**src/rtl/spi_pkg.sv**
```systemverilog
// Shared SPI definitions: command codes, slave FSM states and shift-register modes.
package spi_pkg;

  localparam int unsigned DATA_W = 8;
  localparam int unsigned CNT_W  = 4;

  localparam logic [DATA_W-1:0] CMD_READ     = 8'h01;
  localparam logic [DATA_W-1:0] CMD_WRITE    = 8'h02;
  localparam logic [DATA_W-1:0] CMD_EXCHANGE = 8'h03;

  typedef enum logic [1:0] {
    IDLE = 2'd0,
    CMD  = 2'd1,
    DATA = 2'd2,
    HOLD = 2'd3
  } spi_state_t;

  typedef enum logic [1:0] {
    SH_HOLD  = 2'd0,
    SH_LOAD  = 2'd1,
    SH_SHIFT = 2'd2,
    SH_ROT   = 2'd3
  } shift_mode_t;

  // Commands whose data phase captures MOSI into memory
  function automatic logic is_rx_cmd(input logic [DATA_W-1:0] c);
    return (c == CMD_WRITE) || (c == CMD_EXCHANGE);
  endfunction

  // Commands whose data phase drives memory contents onto MISO
  function automatic logic is_tx_cmd(input logic [DATA_W-1:0] c);
    return (c == CMD_READ) || (c == CMD_EXCHANGE);
  endfunction

  // Anything that is not READ, WRITE or EXCHANGE
  function automatic logic is_nop_cmd(input logic [DATA_W-1:0] c);
    return !(is_rx_cmd(c) || is_tx_cmd(c));
  endfunction

endpackage

```
**src/rtl/spi_shift8.sv**
```systemverilog
// 8-bit register with hold, parallel load, MSB-first shift-in and rotate-left modes.
module spi_shift8
  import spi_pkg::*;
(
  input  logic              clk,
  input  logic              rst,
  input  shift_mode_t       mode,
  input  logic [DATA_W-1:0] d,
  input  logic              si,
  output logic [DATA_W-1:0] q
);

  // Register update selected by mode
  always_ff @(posedge clk) begin
    if (rst) begin
      q <= '0;
    end else begin
      case (mode)
        SH_LOAD:  q <= d;
        SH_SHIFT: q <= {q[DATA_W-2:0], si};
        SH_ROT:   q <= {q[DATA_W-2:0], q[DATA_W-1]};
        default:  q <= q;
      endcase
    end
  end

endmodule

```
**src/rtl/spi_slave.sv**
```systemverilog
// SPI slave: 8-bit command byte followed by 8-bit data byte, MSB first, on one 8-bit memory.
// Optional feature macro: SPI_SLAVE_CMD_ERR_EN (sticky err flag on NOP-class commands).
module spi_slave
  import spi_pkg::*;
#(
  parameter logic [7:0]  RESET_MEM = 8'h00,
  parameter int unsigned CS_IDX    = 1
) (
  input  logic              clk,
  input  logic              rst,
  input  logic              CS,
  input  logic              MOSI,
  output logic              MISO,
  output logic [DATA_W-1:0] mem_q,
  output logic [DATA_W-1:0] cmd_q,
  output logic              frame_done,
  output logic              busy,
  output logic              err
);

  // Chip-select index only identifies the instance to the surrounding system
  localparam logic [1:0] unused_cs_idx = 2'(CS_IDX);

  spi_state_t        state;
  logic [CNT_W-1:0]  cnt;
  logic              tx_en;
  logic [DATA_W-1:0] cmd_sh;
  logic [DATA_W-1:0] tx_sh;
  logic [DATA_W-1:0] rx_sh;
  shift_mode_t       cmd_mode;
  shift_mode_t       tx_mode;
  shift_mode_t       rx_mode;
  logic              last_bit_c;
  logic [DATA_W-1:0] cmd_word_c;
  logic [DATA_W-1:0] rx_word_c;
  logic              unused_bits;

  assign last_bit_c  = (cnt == CNT_W'(DATA_W - 1));
  // Completed bytes include the bit being sampled on this edge
  assign cmd_word_c  = {cmd_sh[DATA_W-2:0], MOSI};
  assign rx_word_c   = {rx_sh[DATA_W-2:0], MOSI};
  assign MISO        = tx_en & tx_sh[DATA_W-1];
  assign unused_bits = ^{cmd_sh[DATA_W-1], rx_sh[DATA_W-1], tx_sh[DATA_W-2:0]};

  spi_shift8 u_cmd_sh (
    .clk  (clk),
    .rst  (rst),
    .mode (cmd_mode),
    .d    ('0),
    .si   (MOSI),
    .q    (cmd_sh)
  );

  spi_shift8 u_tx_sh (
    .clk  (clk),
    .rst  (rst),
    .mode (tx_mode),
    .d    (mem_q),
    .si   (1'b0),
    .q    (tx_sh)
  );

  spi_shift8 u_rx_sh (
    .clk  (clk),
    .rst  (rst),
    .mode (rx_mode),
    .d    ('0),
    .si   (MOSI),
    .q    (rx_sh)
  );

  // Shift-register mode selection from the current state and chip select
  always_comb begin
    cmd_mode = SH_HOLD;
    tx_mode  = SH_HOLD;
    rx_mode  = SH_HOLD;
    if (!CS) begin
      case (state)
        IDLE: cmd_mode = SH_SHIFT;
        CMD: begin
          cmd_mode = SH_SHIFT;
          if (last_bit_c) tx_mode = SH_LOAD;
        end
        DATA: begin
          tx_mode = SH_ROT;
          if (is_rx_cmd(cmd_q)) rx_mode = SH_SHIFT;
        end
        default: ;
      endcase
    end
  end

  // Frame FSM with bit counter, memory commit and registered status outputs
  always_ff @(posedge clk) begin
    if (rst) begin
      state      <= IDLE;
      cnt        <= '0;
      mem_q      <= RESET_MEM;
      cmd_q      <= '0;
      frame_done <= 1'b0;
      busy       <= 1'b0;
      tx_en      <= 1'b0;
    end else begin
      frame_done <= 1'b0;
      case (state)
        IDLE: begin
          if (!CS) begin
            state <= CMD;
            cnt   <= CNT_W'(1);
            busy  <= 1'b1;
          end
        end
        CMD: begin
          if (CS) begin
            state <= IDLE;
            cnt   <= '0;
            busy  <= 1'b0;
          end else if (last_bit_c) begin
            cmd_q <= cmd_word_c;
            state <= DATA;
            cnt   <= '0;
            tx_en <= is_tx_cmd(cmd_word_c);
          end else begin
            cnt <= cnt + CNT_W'(1);
          end
        end
        DATA: begin
          if (CS) begin
            state <= IDLE;
            cnt   <= '0;
            busy  <= 1'b0;
            tx_en <= 1'b0;
          end else if (last_bit_c) begin
            if (is_rx_cmd(cmd_q)) mem_q <= rx_word_c;
            frame_done <= 1'b1;
            state      <= HOLD;
            busy       <= 1'b0;
            tx_en      <= 1'b0;
          end else begin
            cnt <= cnt + CNT_W'(1);
          end
        end
        HOLD: begin
          if (CS) begin
            state <= IDLE;
            cnt   <= '0;
          end
        end
        default: begin
          state <= IDLE;
          cnt   <= '0;
          busy  <= 1'b0;
          tx_en <= 1'b0;
        end
      endcase
    end
  end

`ifdef SPI_SLAVE_CMD_ERR_EN
  // Sticky flag raised when a complete command byte decodes as NOP
  always_ff @(posedge clk) begin
    if (rst) begin
      err <= 1'b0;
    end else if (state == CMD && !CS && last_bit_c && is_nop_cmd(cmd_word_c)) begin
      err <= 1'b1;
    end
  end
`else
  assign err = 1'b0;
`endif

endmodule

```
**config.mk**
```make
export PLATFORM = sky130hd
export DESIGN_NAME = spi_slave
export DESIGN_NICKNAME = d
export VERILOG_FILES = /design/src/rtl/spi_pkg.sv /design/src/rtl/spi_shift8.sv /design/src/rtl/spi_slave.sv
export SDC_FILE = /design/constraint.sdc
export NUM_CORES = 1
export LEC_CHECK = 0
export BUFFER_PORTS_ARGS = -buffer_cell sky130_fd_sc_hd__buf_4
export CORE_UTILIZATION = 55
export CTS_CLUSTER_SIZE = 25
export DETAILED_ROUTE_END_ITERATION = 8
export PLACE_DENSITY = 0.86
export SLEW_MARGIN = 30
export SYNTH_ARGS = -nofsm -noshare
export SYNTH_HDL_FRONTEND = slang
export SYNTH_SLANG_ARGS = --single-unit
```
**constraint.sdc**
```tcl
create_clock -name clk -period 5.45 [get_ports clk]
set_input_delay 1.09 -clock clk [delete_from_list [all_inputs] [get_ports clk]]
set_output_delay 1.09 -clock clk [all_outputs]
set_load 0.005 [all_outputs]
```
==> summary.md <==
| Metric | Value |
|---|---|
| Status | complete, no violations |
| Slew Limit Fails | 0 |
| Post-route clock period utilization | 42.0% |
| Max stage delay on crit path | between 0.5 and 0.6 ns |
| Drt first pass iters | 5 |
| Worst r2r src | cnt[0]$_SDFFE_PP0P_ |
| Largest delay share family, worst path | simple AND/OR/NAND/NOR gates |
| M1 WL | 1.82 mm |
| Row count | 21 |
| Min-Delay Path Class | flip-flop to flip-flop |
| Detailed Route Iter0 Violations | 103 |
| Final Skew | 0.00870 ns |
| Slew HR | ~48% |
| CP Launch Type | input pin |
| Chip height | roughly 62 um |
| Top Ports | 24 |
| Adder-Cell Fraction of Synth Area | approximately 3.1% |
| Area added between synthesis and finish | 12.3% |
| PD cells | around 260 nW/um2 |
| Top sig layer | met4 |
| Synth warnings | 0 |
| Final Setup Violations | 0 |
| Global placer's final weighted congestion | between 0.7 and 0.8 |
| Critical setup path kind | input pin to flip-flop |
| Clock tree buffer depth | 2 |
| Post-synth cell types | 37 |
| Hold depth | 2 |
| Nets | between 200 and 250 |
| CTS tree | done |
| Mux cell area share after synthesis | approximately 17% |
| Clock root buffer | clkbuf_4 |
| Peak Freq | around 0.44 GHz |
| Synth Net Count | approximately 210 |
| Reg2Reg Depth | 5 |
| CTS buffer count | 5 |
| Largest family of logic cells by synthesized area | simple AND/OR/NAND/NOR gates |
| Top FF cell, synth | dfxtp_1 |
| Post-CTS Hold Buffers | 0 |
| Max Cap Viol | 0 |
| Peak VDD IR | ~170 uV |
| Worst path buffer plus inverter count | 2 |
| Hold Fails Final Rpt | 0 |
| Initial core utilization | 58.4% |
| WL/cell | around 14 um |
| CP endpoint kind | flip-flop |
| Hold Crit Start | cnt[1]$_SDFFE_PP0P_ |
| DR vias/cell | 5.75 |
| Port Buf Inserts | 22 |
| ANT nets after route | 0 |
| CP Data Arrival Time | roughly 2.6 ns |
| Die area | between 3000 and 4000 um2 |
| H-tree depth | 2 |
| Clk sinks | 47 |
| Post-CTS Setup Repair Bufs | 0 |
| DRC | 0 |
| Syn Inst Count | around 200 |
| Post-route setup slack | between 3 and 4 ns |
| Hpwl dp | approximately 2.6 mm |
| Largest net degree at the start of global routing | 48 |
| Wire length on met2 | roughly 1.7 mm |
| N_diodes | 0 |
| WL final | 3.78 mm |
| Worst R2R End | u_tx_sh.q[5]$_SDFFE_PP0P_ |
| Total grt overflow | 0 |
| Flops & latches, synth | 47 |
| Sequential cell area fraction in the yosys report | a little under half |
| Asr flop ratio synth | 0% |
| Reg2reg setup slack | about 3.2 ns |
| Share of cells above drive strength 1 | about a fifth |
| Least-Margin Pin Slew | between 0.7 and 0.8 ns |
| Post-CTS sizing | 0 |
| LEAKAGE | around 0.9 nW |
| Post-synthesis xor/xnor area fraction | 0% |
| Total Power | about 0.57 mW |
| Die W | about 62 um |
| Post-synthesis simple-gate area fraction | 20.6% |
| Crit Path Max Fanout | 11 |
| Min cycle time layout | ~2.3 ns |
| Vias | about 1,500 |
| Most frequent cells in the layout | nor2_1 (51), dfxtp_1 (47), mux2i_1 (32) |
| Metal3 WL | between 200 and 250 um |
| Critical path required time | between 5 and 6 ns |
| Placement-stage worst setup slack | roughly 2.8 ns |
| Vias in the first global route | 1,370 |
| First-pass GRT wire length | 6.50 mm |
| Total track usage | between 20% and 30% |
| Worst-path clk slew | 0.14 ns |
| Post-synth EDFFs | 0 |
| Clock latency on the worst-skew pair | 0.36 ns |
| Mapped Area | about 2000 um2 |
| Crit-path slowest cell | and3_1 |
| Initial antenna violation count | 0 |
| WHS Endpoint | cnt[1]$_SDFFE_PP0P_ |
| Avg Inst Size Synth | about 10 um2 |
| Total Neg Setup Slack | 0 ns |
| Commonest non-fill, non-tap cell in the layout | nor2_1 |
| Synth Area in Compound Gates | approximately a tenth |
| RSZ-0062 raised after global routing | false |
| Cell-by-cell trace of the critical path | buf_4, inv_1, and3_1, nand3b_1, o221a_2 |
| Core area | around 3400 um2 |
==> stage by stage <==
stage / hold slack, ns / cells / area (um2) / utilization, %
2_1_floorplan: 0.452 / 203 / 2000 / -
3_3_place_gp: 0.473 / 261 / 2180 / 63.7
5_1_grt: 0.535 / 269 / 2240 / 65.6
6_report: 0.506 / 269 / 2240 / 65.6
3_5_place_dp: 0.487 / 261 / 2180 / 63.7
4_1_cts: 0.506 / 269 / 2240 / 65.6
==> synthesized netlist by cell type (3+ instances only) <==
library cell | instances | area share (%)
nor2_1 | 51 | 9.6
dfxtp_1 | 47 | 47
mux2i_1 | 32 | 16
clkbuf_1 | 8 | 1.5
o221a_2 | 8 | 4.5
ha_1 | 5 | 3.1
nor3_1 | 5 | 1.3
inv_1 | 4 | 0.75
nand2_1 | 4 | 0.75
a211oi_1 | 3 | 1.1
nor2b_1 | 3 | 0.94
==> cell type report <==
class / count / area, um2
multi-input combinational: 142 / 997
fill: 271 / 1170
tap: 46 / 57.6
timing repair buffer: 22 / 165
clock buffer: 6 / 51.3
sequential: 47 / 941
clock inverter: 2 / 13.8
inverter: 4 / 15.0
==> how the worst max path moves through the flow <==
stage | start | endpoint | cells after the start
floorplan | CS | u_tx_sh.q[0]$_SDFFE_PP0P_ | 6
global placement | CS | mem_q[7]$_SDFFE_PP0P_ | 5
detailed placement | CS | u_tx_sh.q[4]$_SDFFE_PP0P_ | 5
CTS | CS | mem_q[6]$_SDFFE_PP0P_ | 5
global route | cnt[0]$_SDFFE_PP0P_ | u_tx_sh.q[4]$_SDFFE_PP0P_ | 5
finish | CS | u_tx_sh.q[5]$_SDFFE_PP0P_ | 5
==> power breakdown <==
group	switching, mW	internal (mW)	leakage [nW]
combinational	0.0260	0.0177	0.485
clock	0.112	0.0640	0.0386
sequential	0.00420	0.348	0.380
total	0.142	0.430	0.903
==> flip-flops by register name, summed over array words and instances (netlist names) <==
| signal | cells |
|---|---|
| frame_done | 1 |
| u_tx_sh.q | 8 |
| state | 2 |
| busy | 1 |
| mem_q | 8 |
| cmd_q | 8 |
| cnt | 4 |
| u_cmd_sh.q | 7 |
| u_rx_sh.q | 7 |
| tx_en | 1 |
==> worst register-to-register path, stage by stage (launching register included) <==
cell and delay [ns]:
dfxtp_1 0.43, ha_1 0.25, and3b_1 0.25, and3_1 0.53, nand3b_1 0.35, o221a_2 0.37
==> cell families (layout without fill, tap and decap cells) <==
kind of cell               Yosys count  after routing
and+or+nand+nor                     81             81
muxes                               33             33
adders and majority gates            5              5
other                                1              1
buffers and inverters               14             34
DFF                                 47             47
AOI/OAI and AO/OA                   22             22
==> routing by layer <==
metal	track usage, %	up-vias
met5	0	-
met4	8.43	0
met3	5.70	2
met2	30.8	42
met1	29.7	743
li1	-	759
(Power assumes the default switching activity.)
